$ cat src/rtl/pipe_pkg.sv
// rtl/pipe_pkg.sv - shared widths, boundary payload structs and occupancy encoding
package pipe_pkg;

  localparam int IF_ID_W = 32;
  localparam int ID_EX_W = 113;
  localparam int EX_ME_W = 81;
  localparam int ME_WB_W = 38;

  typedef struct packed {
    logic [31:0] instr;
  } if_id_t;

  // op is the decoded 4-bit operation class, not the raw RISC-V opcode
  typedef struct packed {
    logic [3:0]  op;
    logic [2:0]  funct3;
    logic [4:0]  rs2;
    logic [4:0]  rd;
    logic [31:0] imm;
    logic [31:0] reg1;
    logic [31:0] reg2;
  } id_ex_t;

  typedef struct packed {
    logic [3:0]  op;
    logic [2:0]  funct3;
    logic [4:0]  rs2;
    logic [4:0]  rd;
    logic [31:0] alu_result;
    logic [31:0] reg2;
  } ex_me_t;

  typedef struct packed {
    logic [4:0]  rd;
    logic        wb_en;
    logic [31:0] wb_data;
  } me_wb_t;

  localparam logic [1:0] CNT_EMPTY = 2'd0;
  localparam logic [1:0] CNT_ONE   = 2'd1;
  localparam logic [1:0] CNT_FULL  = 2'd2;

  function automatic logic [1:0] occupancy(input logic main_v, input logic skid_v);
    return {1'b0, main_v} + {1'b0, skid_v};
  endfunction

endpackage

$ cat src/rtl/pipe_slot.sv
// rtl/pipe_slot.sv - one register slot (valid, pc, payload) with load/clear controls
module pipe_slot
  import pipe_pkg::*;
#(
  parameter int PAYLOAD_W     = EX_ME_W,
  parameter int PC_W          = 32,
  parameter bit CLEAR_PAYLOAD = 1'b1
) (
  input  logic                 clock,
  input  logic                 reset,
  input  logic                 load_i,
  input  logic                 clear_i,
  input  logic [PC_W-1:0]      pc_i,
  input  logic [PAYLOAD_W-1:0] payload_i,
  output logic                 valid_o,
  output logic [PC_W-1:0]      pc_o,
  output logic [PAYLOAD_W-1:0] payload_o
);

  logic                 valid_q, valid_d;
  logic [PC_W-1:0]      pc_q, pc_d;
  logic [PAYLOAD_W-1:0] payload_q, payload_d;

  // Clearing still captures pc_i so an empty slot keeps tracking the incoming PC.
  always_comb begin
    valid_d   = valid_q;
    pc_d      = pc_q;
    payload_d = payload_q;
    if (clear_i) begin
      valid_d = 1'b0;
      pc_d    = pc_i;
      if (CLEAR_PAYLOAD) payload_d = '0;
    end else if (load_i) begin
      valid_d   = 1'b1;
      pc_d      = pc_i;
      payload_d = payload_i;
    end
  end

  always_ff @(posedge clock) begin
    if (reset) begin
      valid_q   <= 1'b0;
      pc_q      <= '0;
      payload_q <= '0;
    end else begin
      valid_q   <= valid_d;
      pc_q      <= pc_d;
      payload_q <= payload_d;
    end
  end

  assign valid_o   = valid_q;
  assign pc_o      = pc_q;
  assign payload_o = payload_q;

endmodule

$ cat src/rtl/pipe_skid_reg.sv
// rtl/pipe_skid_reg.sv - elastic pipeline stage: main + skid slot, registered ready, flush
module pipe_skid_reg
  import pipe_pkg::*;
#(
  parameter int PAYLOAD_W       = EX_ME_W,
  parameter int PC_W            = 32,
  parameter bit CLEAR_ON_BUBBLE = 1'b1
) (
  input  logic                 clock,
  input  logic                 reset,
  input  logic                 flush,
  input  logic                 valid_in,
  output logic                 ready_out,
  input  logic [PC_W-1:0]      pc_in,
  input  logic [PAYLOAD_W-1:0] payload_in,
  output logic                 valid_out,
  input  logic                 ready_in,
  output logic [PC_W-1:0]      pc_out,
  output logic [PAYLOAD_W-1:0] payload_out,
  output logic [1:0]           count
);

  logic                 main_v, skid_v;
  logic [PC_W-1:0]      skid_pc;
  logic [PAYLOAD_W-1:0] skid_payload;

  logic                 ready_q;
  logic [1:0]           count_q;

  logic                 in_xfer, out_xfer, main_free;
  logic                 main_load, main_clear, main_from_skid;
  logic                 skid_load, skid_clear;
  logic                 main_v_d, skid_v_d;
  logic [PC_W-1:0]      main_pc_src;
  logic [PAYLOAD_W-1:0] main_payload_src;

  assign in_xfer   = valid_in && ready_q;
  assign out_xfer  = main_v && ready_in;
  assign main_free = !main_v || out_xfer;

  // ready_q mirrors !skid_v, so an input beat never arrives while the skid is draining.
  always_comb begin
    main_load      = 1'b0;
    main_clear     = 1'b0;
    main_from_skid = 1'b0;
    skid_load      = 1'b0;
    skid_clear     = 1'b0;
    main_v_d       = main_v;
    skid_v_d       = skid_v;
    if (flush) begin
      main_clear = 1'b1;
      skid_clear = 1'b1;
      main_v_d   = 1'b0;
      skid_v_d   = 1'b0;
    end else if (main_free && skid_v) begin
      main_load      = 1'b1;
      main_from_skid = 1'b1;
      skid_clear     = 1'b1;
      main_v_d       = 1'b1;
      skid_v_d       = 1'b0;
    end else if (main_free) begin
      if (in_xfer) begin
        main_load = 1'b1;
        main_v_d  = 1'b1;
      end else begin
        main_clear = 1'b1;
        main_v_d   = 1'b0;
      end
    end else if (in_xfer) begin
      skid_load = 1'b1;
      skid_v_d  = 1'b1;
    end
  end

  assign main_pc_src      = main_from_skid ? skid_pc : pc_in;
  assign main_payload_src = main_from_skid ? skid_payload : payload_in;

  pipe_slot #(
    .PAYLOAD_W    (PAYLOAD_W),
    .PC_W         (PC_W),
    .CLEAR_PAYLOAD(CLEAR_ON_BUBBLE)
  ) u_main (
    .clock    (clock),
    .reset    (reset),
    .load_i   (main_load),
    .clear_i  (main_clear),
    .pc_i     (main_pc_src),
    .payload_i(main_payload_src),
    .valid_o  (main_v),
    .pc_o     (pc_out),
    .payload_o(payload_out)
  );

  pipe_slot #(
    .PAYLOAD_W    (PAYLOAD_W),
    .PC_W         (PC_W),
    .CLEAR_PAYLOAD(1'b1)
  ) u_skid (
    .clock    (clock),
    .reset    (reset),
    .load_i   (skid_load),
    .clear_i  (skid_clear),
    .pc_i     (pc_in),
    .payload_i(payload_in),
    .valid_o  (skid_v),
    .pc_o     (skid_pc),
    .payload_o(skid_payload)
  );

  always_ff @(posedge clock) begin
    if (reset) begin
      ready_q <= 1'b1;
      count_q <= CNT_EMPTY;
    end else begin
      ready_q <= !skid_v_d;
      count_q <= occupancy(main_v_d, skid_v_d);
    end
  end

  assign valid_out = main_v;
  assign ready_out = ready_q;
  assign count     = count_q;

endmodule
$ cat config.mk
export PLATFORM = sky130hd
export DESIGN_NAME = pipe_skid_reg
export DESIGN_NICKNAME = d
export VERILOG_FILES = /design/src/rtl/pipe_pkg.sv /design/src/rtl/pipe_slot.sv /design/src/rtl/pipe_skid_reg.sv
export SDC_FILE = /design/constraint.sdc
export NUM_CORES = 1
export LEC_CHECK = 0
export BUFFER_PORTS_ARGS = -buffer_cell sky130_fd_sc_hd__clkbuf_2
export CAP_MARGIN = 20
export CORE_ASPECT_RATIO = 1.1
export CORE_UTILIZATION = 35
export DETAILED_ROUTE_END_ITERATION = 10
export PLACE_DENSITY = 0.65
export SLEW_MARGIN = 20
export SYNTH_ARGS = -nofsm -noshare
export SYNTH_HDL_FRONTEND = slang
export SYNTH_HIERARCHICAL = 1
export SYNTH_SLANG_ARGS = --single-unit
$ cat constraint.sdc
create_clock -name clock -period 2.2 [get_ports clock]
set_clock_uncertainty 0.05 [all_clocks]
set_input_delay 0.11 -clock clock [delete_from_list [all_inputs] [get_ports clock]]
set_output_delay 0.11 -clock clock [all_outputs]
set_load 0.03 [all_outputs]
==> results of run 1 <==
-- metrics by stage --
step	setup slack, ns	hold slack [ns]	util [%]	total power, W	instances
floorplan	0.402	0.132	-	0.00498	965
finish	0.295	0.133	47.6	0.00943	1666
global placement	0.362	0.311	40.8	0.00524	1509
detailed placement	0.307	0.321	40.8	0.00525	1509
global route	0.167	0.152	47.6	0.00984	1666
CTS	0.297	0.117	47.5	0.00957	1665
-- worst register-to-register path: stages (launching register included) --
cell and delay [ns]:
sky130_fd_sc_hd__dfxtp_1 0.34, sky130_fd_sc_hd__nand2b_4 0.12, sky130_fd_sc_hd__inv_1 0.06, sky130_fd_sc_hd__nor3_2 0.25
sky130_fd_sc_hd__buf_4 0.42, sky130_fd_sc_hd__buf_12 0.27, sky130_fd_sc_hd__mux2i_1 0.22, sky130_fd_sc_hd__nor2_1 0.06
-- logic make-up after synthesis --
family                     share of synthesized area, %
AOI/OAI and AO/OA                                  6.42
and+or+nand+nor                                    12.3
adders and majority gates                         0.122
DFF                                                44.9
muxes                                              30.7
buffers and inverters                              5.54
-- per-layer routing --
| metal | up-vias | part of all wire [%] | global-route usage [%] |
|---|---|---|---|
| met2 | 227 | 46 | 26.9 |
| met3 | 38 | 7.5 | 4.11 |
| met5 | - | 0 | 0 |
| met4 | 0 | 2.3 | 4.55 |
| met1 | 3803 | 44 | 19.8 |
| li1 | 3986 | - | - |
-- synthesized netlist by cell type (3+ instances only) --
| cell | n |
|---|---|
| sky130_fd_sc_hd__a21oi_1 | 65 |
| sky130_fd_sc_hd__buf_2 | 28 |
| sky130_fd_sc_hd__buf_4 | 16 |
| sky130_fd_sc_hd__buf_6 | 20 |
| sky130_fd_sc_hd__clkbuf_1 | 18 |
| sky130_fd_sc_hd__dfxtp_1 | 231 |
| sky130_fd_sc_hd__mux2_2 | 43 |
| sky130_fd_sc_hd__mux2_4 | 70 |
| sky130_fd_sc_hd__mux2i_1 | 162 |
| sky130_fd_sc_hd__nor2_1 | 166 |
| sky130_fd_sc_hd__nor3_1 | 3 |
| sky130_fd_sc_hd__o21ai_0 | 64 |
| sky130_fd_sc_hd__or3b_1 | 56 |
| sky130_fd_sc_hd__or3b_2 | 8 |
-- area by class of cell --
type                    instances  area [sq um]
fillers                      2616         15100
multi-input cells             648          5110
flip-flops and latches        231          4620
repair buffers                376          2720
clock buffers                  32           692
well taps                     368           460
clock inverters                 9           100
inverters                       2          7.51
-- sequential cells by signal, indices dropped and copies added (netlist names) --
name / cells
u_skid/payload_o: 81
count: 2
u_main/valid_o: 1
u_skid/pc_o: 32
u_skid/valid_o: 1
u_main/pc_o: 32
ready_out: 1
u_main/payload_o: 81
-- cell usage in the layout (no fill, tap or decap), drive strengths merged --
| master | n |
|---|---|
| dlygate4sd3 | 115 |
| clkinv | 5 |
| nor2b | 2 |
| clkinvlp | 2 |
| or2 | 2 |
| bufinv | 2 |
| o21ai | 64 |
| nand2b | 2 |
| nand2 | 1 |
| ha | 1 |
| a21oi | 65 |
| mux2i | 162 |
| clkbuf | 266 |
| inv | 2 |
| nor3 | 3 |
| mux2 | 113 |
| dfxtp | 231 |
| nor2 | 166 |
| or3b | 64 |
| buf | 27 |
| a21o | 2 |
| nand3b | 1 |
-- repair_timing --
item / 4_1_cts / 5_1_grt
hold endpoints to repair: 213 / 0
gates resized for setup: 0 / 0
hold buffers: 115 / 0
-- path summary, 6_finish.rpt --
path | to | slack (ns) | cells past startpoint | startpoint
setup / recovery | u_main/payload_o[35] | 0.30 | 7 | u_main/valid_o
hold / removal | u_main/payload_o[6] | 0.13 | 3 | reset
setup reg to reg | u_main/payload_o[35] | 0.30 | 7 | u_main/valid_o
hold reg to reg | u_main/payload_o[79] | 0.44 | 2 | u_main/payload_o[79]
-- power breakdown --
group	internal, W	switching [W]	leakage [nW]
clock	0.00243	0.00166	0.388
sequential	0.00427	0.0000417	1.88
combinational	0.000523	0.000496	3.42
total	0.00723	0.00220	5.68
==> reports/summary.json, run 1 <==
{
  "max_cap_check_violation_count": 0,
  "first_pass_grt_wire_length_mm": 39.4,
  "num-nets-final": 1403,
  "timing.critical_path.max_delay_family": "buffers and inverters",
  "grt_setup_unrepaired": "false",
  "crit_buf_inv": 3,
  "place.gp.congestion": 0.748,
  "drtAntennaViolNets": 0,
  "total_inserted_antenna_cells": 0,
  "drt_first_pass_iters": 8,
  "path_class": "flop to flop",
  "mean_post_synth_cell_area_sq_um": 10.7,
  "crit_path_end_kind": "flop",
  "cts-buffers-inserted": 25,
  "hold_class": "primary input to flop",
  "timing.max_slew.rel_slack_pct": 53.0,
  "slew_violations": 0,
  "number_of_antenna_violations_at_the_first_check_in_global_routing": 0,
  "clkTransAtPathRegs_ns": 0.06,
  "worst_slew_pin_slew_ns": 0.706,
  "worst_path_largest_cell_delay_ns": 0.42,
  "cts_tree": "yes",
  "rows": 65,
  "layout_min_cycle_time_ns": 1.90,
  "crit_slowest_cell": "sky130_fd_sc_hd__buf_4",
  "dp_hpwl_mm": 15.1,
  "total_track_usage_pct": 16.0,
  "power.leakage_nw": 5.68,
  "yosysSeqAreaShare_pct": 44.9,
  "dr_total_vias": 8054,
  "ys_ff_latch": 231,
  "post_cts_setup_repair_bufs": 0,
  "dr.first_iter.drc_count": 393,
  "run_status": "finished, violations left",
  "cellPowerDensity_mw_per_mm2": 688,
  "synth_edf_count": 0,
  "timing.final.crit_share_pct": 86.6,
  "fmaxAchievable_mhz": 525,
  "netlist_instances": 965,
  "wl_per_cell_um": 14.8,
  "synth_area_sq_mm": 0.0103,
  "violations": "DRC",
  "route.detailed.vias_per_inst": 4.83,
  "pin_count": 235,
  "ys.warnings.count": 6,
  "fp.dieH_um": 182,
  "die_x_um": 166,
  "cp_data_arrival_time_ns": 2.26,
  "die_area_sq_mm": 0.0301,
  "initial_core_util_pct": 35.7,
  "synthTopCellsByArea": "sky130_fd_sc_hd__dfxtp_1 (45%), sky130_fd_sc_hd__mux2i_1 (16%), sky130_fd_sc_hd__mux2_4 (10%)",
  "path_max_fanout": 37,
  "syn-num-nets": 1084,
  "drt_wl_total_mm": 24.7,
  "drive_gt1_share_pct": 32.8,
  "netlist-cell-type-count": 24,
  "peakVddDrop_v": 0.000520,
  "clock_path_buffers": 3,
  "fp.coreArea_sq_mm": 0.0288,
  "synth-async-reset-ratio_pct": 0,
  "synth_ff_type": "sky130_fd_sc_hd__dfxtp_1",
  "worst_skew_pair.late_latency_ns": 0.51,
  "critPathLaunchType": "flop",
  "layout.cell_area.non_filler_sq_mm": 0.0137,
  "required_time_at_the_endpoint_of_the_critical_path_ns": 2.55,
  "critical_path.cell_chain": "nand2b_4, inv_1, nor3_2, buf_4, buf_12, mux2i_1, nor2_1",
  "cts_root_buf": "sky130_fd_sc_hd__clkbuf_16",
  "fin_setup_tns_ns": 0,
  "grt-ovfl-total": 0,
  "post-synth-top-area-fraction_pct": 44.9,
  "via_count_of_the_first_global_routing_pass": 7936,
  "grt_start_max_net_pins": 83,
  "drcViolationCount": 23,
  "cts.htree.levels": 1,
  "hold_viol": 0,
  "postPlaceCellArea_sq_mm": 0.0117,
  "final-setup-viol-count": 0,
  "placement.io_buffers": 234,
  "area_delta_synth_final_pct": 33.3,
  "yosys.area.top_type": "sky130_fd_sc_hd__dfxtp_1",
  "clock_sink_count": 231
}
Note: power is estimated with default switching activity, not from simulation.
==> run 2: changes to the inputs <==
--- a/config.mk
+++ b/config.mk
@@ -8,9 +8,11 @@
 export BUFFER_PORTS_ARGS = -buffer_cell sky130_fd_sc_hd__clkbuf_2
 export CAP_MARGIN = 20
 export CORE_ASPECT_RATIO = 1.1
+export CORE_MARGIN = 3
 export CORE_UTILIZATION = 35
 export DETAILED_ROUTE_END_ITERATION = 10
 export PLACE_DENSITY = 0.65
+export SETUP_SLACK_MARGIN = 0.4
 export SLEW_MARGIN = 20
 export SYNTH_ARGS = -nofsm -noshare
 export SYNTH_HDL_FRONTEND = slang
==> reports/summary.json, run 2 (synthesized netlist as in run 1, its figures left out) <==
{
  "worst_hold_slack_ns": 0.232,
  "required_time_at_the_endpoint_of_the_critical_path_ns": 2.56,
  "slew_violations": 0,
  "hold_class": "primary input to flop",
  "grt_setup_unrepaired": "true",
  "clock_sink_count": 231,
  "crit_path_end_kind": "flop",
  "crit_slowest_cell": "sky130_fd_sc_hd__dfxtp_4",
  "cts.htree.levels": 1,
  "area_delta_synth_final_pct": 38.8,
  "cts_tree": "yes",
  "fp.dieH_um": 186,
  "rows": 65,
  "num-nets-final": 1436,
  "wl_per_cell_um": 16.7,
  "worst_slew_pin_slew_ns": 0.424,
  "final_cell_mix": "sky130_fd_sc_hd__clkbuf_2 (234), sky130_fd_sc_hd__dfxtp_1 (228), sky130_fd_sc_hd__nor2_1 (166), sky130_fd_sc_hd__mux2i_1 (161), sky130_fd_sc_hd__dlygate4sd3_1 (116)",
  "timing.rr.end": "u_main/payload_o[36]",
  "dr_total_vias": 8246,
  "critical_path.cell_chain": "nand2b_4, inv_2, nor3_4, buf_4, buf_12, buf_6, mux2i_1, nor2_1",
  "timing.final.crit_share_pct": 79.6,
  "route.detailed.vias_per_inst": 4.84,
  "initial_core_util_pct": 35.7,
  "worst_hold_path.endpoint": "count[1]",
  "number_of_antenna_violations_at_the_first_check_in_global_routing": 1,
  "fp.coreArea_sq_mm": 0.0288,
  "worst_skew_pair.late_latency_ns": 0.52,
  "reg_to_reg_start": "u_main/valid_o",
  "place.gp.congestion": 0.731,
  "most_common_cell_after_layout_fill_and_taps_aside": "sky130_fd_sc_hd__clkbuf_2",
  "dp_hpwl_mm": 15.7,
  "cellPowerDensity_mw_per_mm2": 693,
  "peakVddDrop_v": 0.000558,
  "multi_input_area_sq_mm": 0.00519,
  "die_x_um": 170,
  "total_inserted_antenna_cells": 0,
  "run_status": "finished, final reports clean",
  "fillerInstances": 2566,
  "fin_setup_tns_ns": 0,
  "hold_viol": 0,
  "final-setup-viol-count": 0,
  "worst_path_largest_cell_delay_ns": 0.35,
  "timing.reg2reg.worst_path_depth": 8,
  "grt-ovfl-total": 0,
  "critPathLaunchType": "flop",
  "drive_gt1_share_pct": 35.8,
  "path_class": "flop to flop",
  "final-seq-area_sq_mm": 0.00463,
  "timing.hold.worst_path_depth": 5,
  "via_count_of_the_first_global_routing_pass": 8210,
  "timing.max_slew.rel_slack_pct": 71.7,
  "power.leakage_nw": 5.96,
  "cts-buffers-inserted": 26,
  "first_pass_grt_wire_length_mm": 42.1,
  "layout_min_cycle_time_ns": 1.75,
  "die_area_sq_mm": 0.0315,
  "total_track_usage_pct": 16.0,
  "grt_start_max_net_pins": 80,
  "drtAntennaViolNets": 0,
  "path_max_fanout": 16,
  "drt_wl_total_mm": 28.4,
  "drcViolationCount": 0,
  "clkTransAtPathRegs_ns": 0.06,
  "fmaxAchievable_mhz": 571,
  "pin_count": 235,
  "ff2ff_setup_slack_ns": 0.45,
  "max_cap_check_violation_count": 0,
  "drt_first_pass_iters": 5,
  "dr.first_iter.drc_count": 435,
  "clock_path_buffers": 3,
  "placement.io_buffers": 234,
  "cp_data_arrival_time_ns": 2.11,
  "cts_root_buf": "sky130_fd_sc_hd__clkbuf_16",
  "startpoint_of_the_most_critical_hold_path": "ready_in"
}
[run 2: worst max path at each step]
stage	from	end	slack [ns]	depth (start not counted)
after global routing	u_main/valid_o	u_main/payload_o[36]	0.34	8
final	u_main/valid_o	u_main/payload_o[36]	0.45	8
after CTS	ready_out	u_main/pc_o[31]	0.40	6
after floorplan	u_main/valid_o	u_skid/payload_o[21]	0.40	7
after global placement	u_main/valid_o	u_main/payload_o[30]	0.33	7
after detailed placement	u_main/valid_o	u_main/payload_o[23]	0.28	7
[run 2: critical path: cells and delay by family (launching register included)]
family,cells,cell delay (ns)
buffers and inverters,4,0.59
AND/OR/NAND/NOR,3,0.45
multiplexers,1,0.19
flip-flops,1,0.35
[run 2: power breakdown]
group | switching [W] | internal, W | leakage (nW) | total (W)
combinational | 0.000534 | 0.000576 | 3.64 | 0.00111
sequential | 0.0000426 | 0.00427 | 1.88 | 0.00432
clock | 0.00172 | 0.00276 | 0.437 | 0.00448
total | 0.00230 | 0.00761 | 5.96 | 0.00990
[run 2: repair_timing]
action,4_1_cts,5_1_grt
setup endpoints to repair,45,129
gates cloned,4,7
hold endpoints to repair,225,0
pin swaps,2,7
resized for setup,6,34
buffers inserted,4,18
hold buffers,116,0
[run 2: area by class of cell]
type | instances | area share, %
repair buffers | 407 | 21.7
flip-flops and latches | 231 | 32.4
multi-input cells | 649 | 36.4
well taps | 368 | 3.22
inverters | 2 | 0.0526
clock buffers | 39 | 5.68
clock inverters | 6 | 0.596
[run 2: per-layer routing]
metal | track usage [%] | routed length [um] | part of all wire (%)
met5 | 0 | 0 | 0
met4 | 4.12 | 567 | 2.0
met3 | 3.63 | 1520 | 5.4
met2 | 28.1 | 13600 | 48
met1 | 19.9 | 12700 | 45
[run 2: through the flow]
stage               power [W]  instances  utilization [%]  instance area (sq um)  worst slack (ns)
floorplan             0.00498        965                -                  10300             0.402
detailed placement    0.00527       1508             40.6                  11700             0.281
finish                0.00990       1702             49.6                  14300             0.449
global placement      0.00525       1508             40.6                  11700             0.327
global route           0.0103       1702             49.6                  14300             0.342
CTS                    0.0100       1677             48.4                  13900             0.400
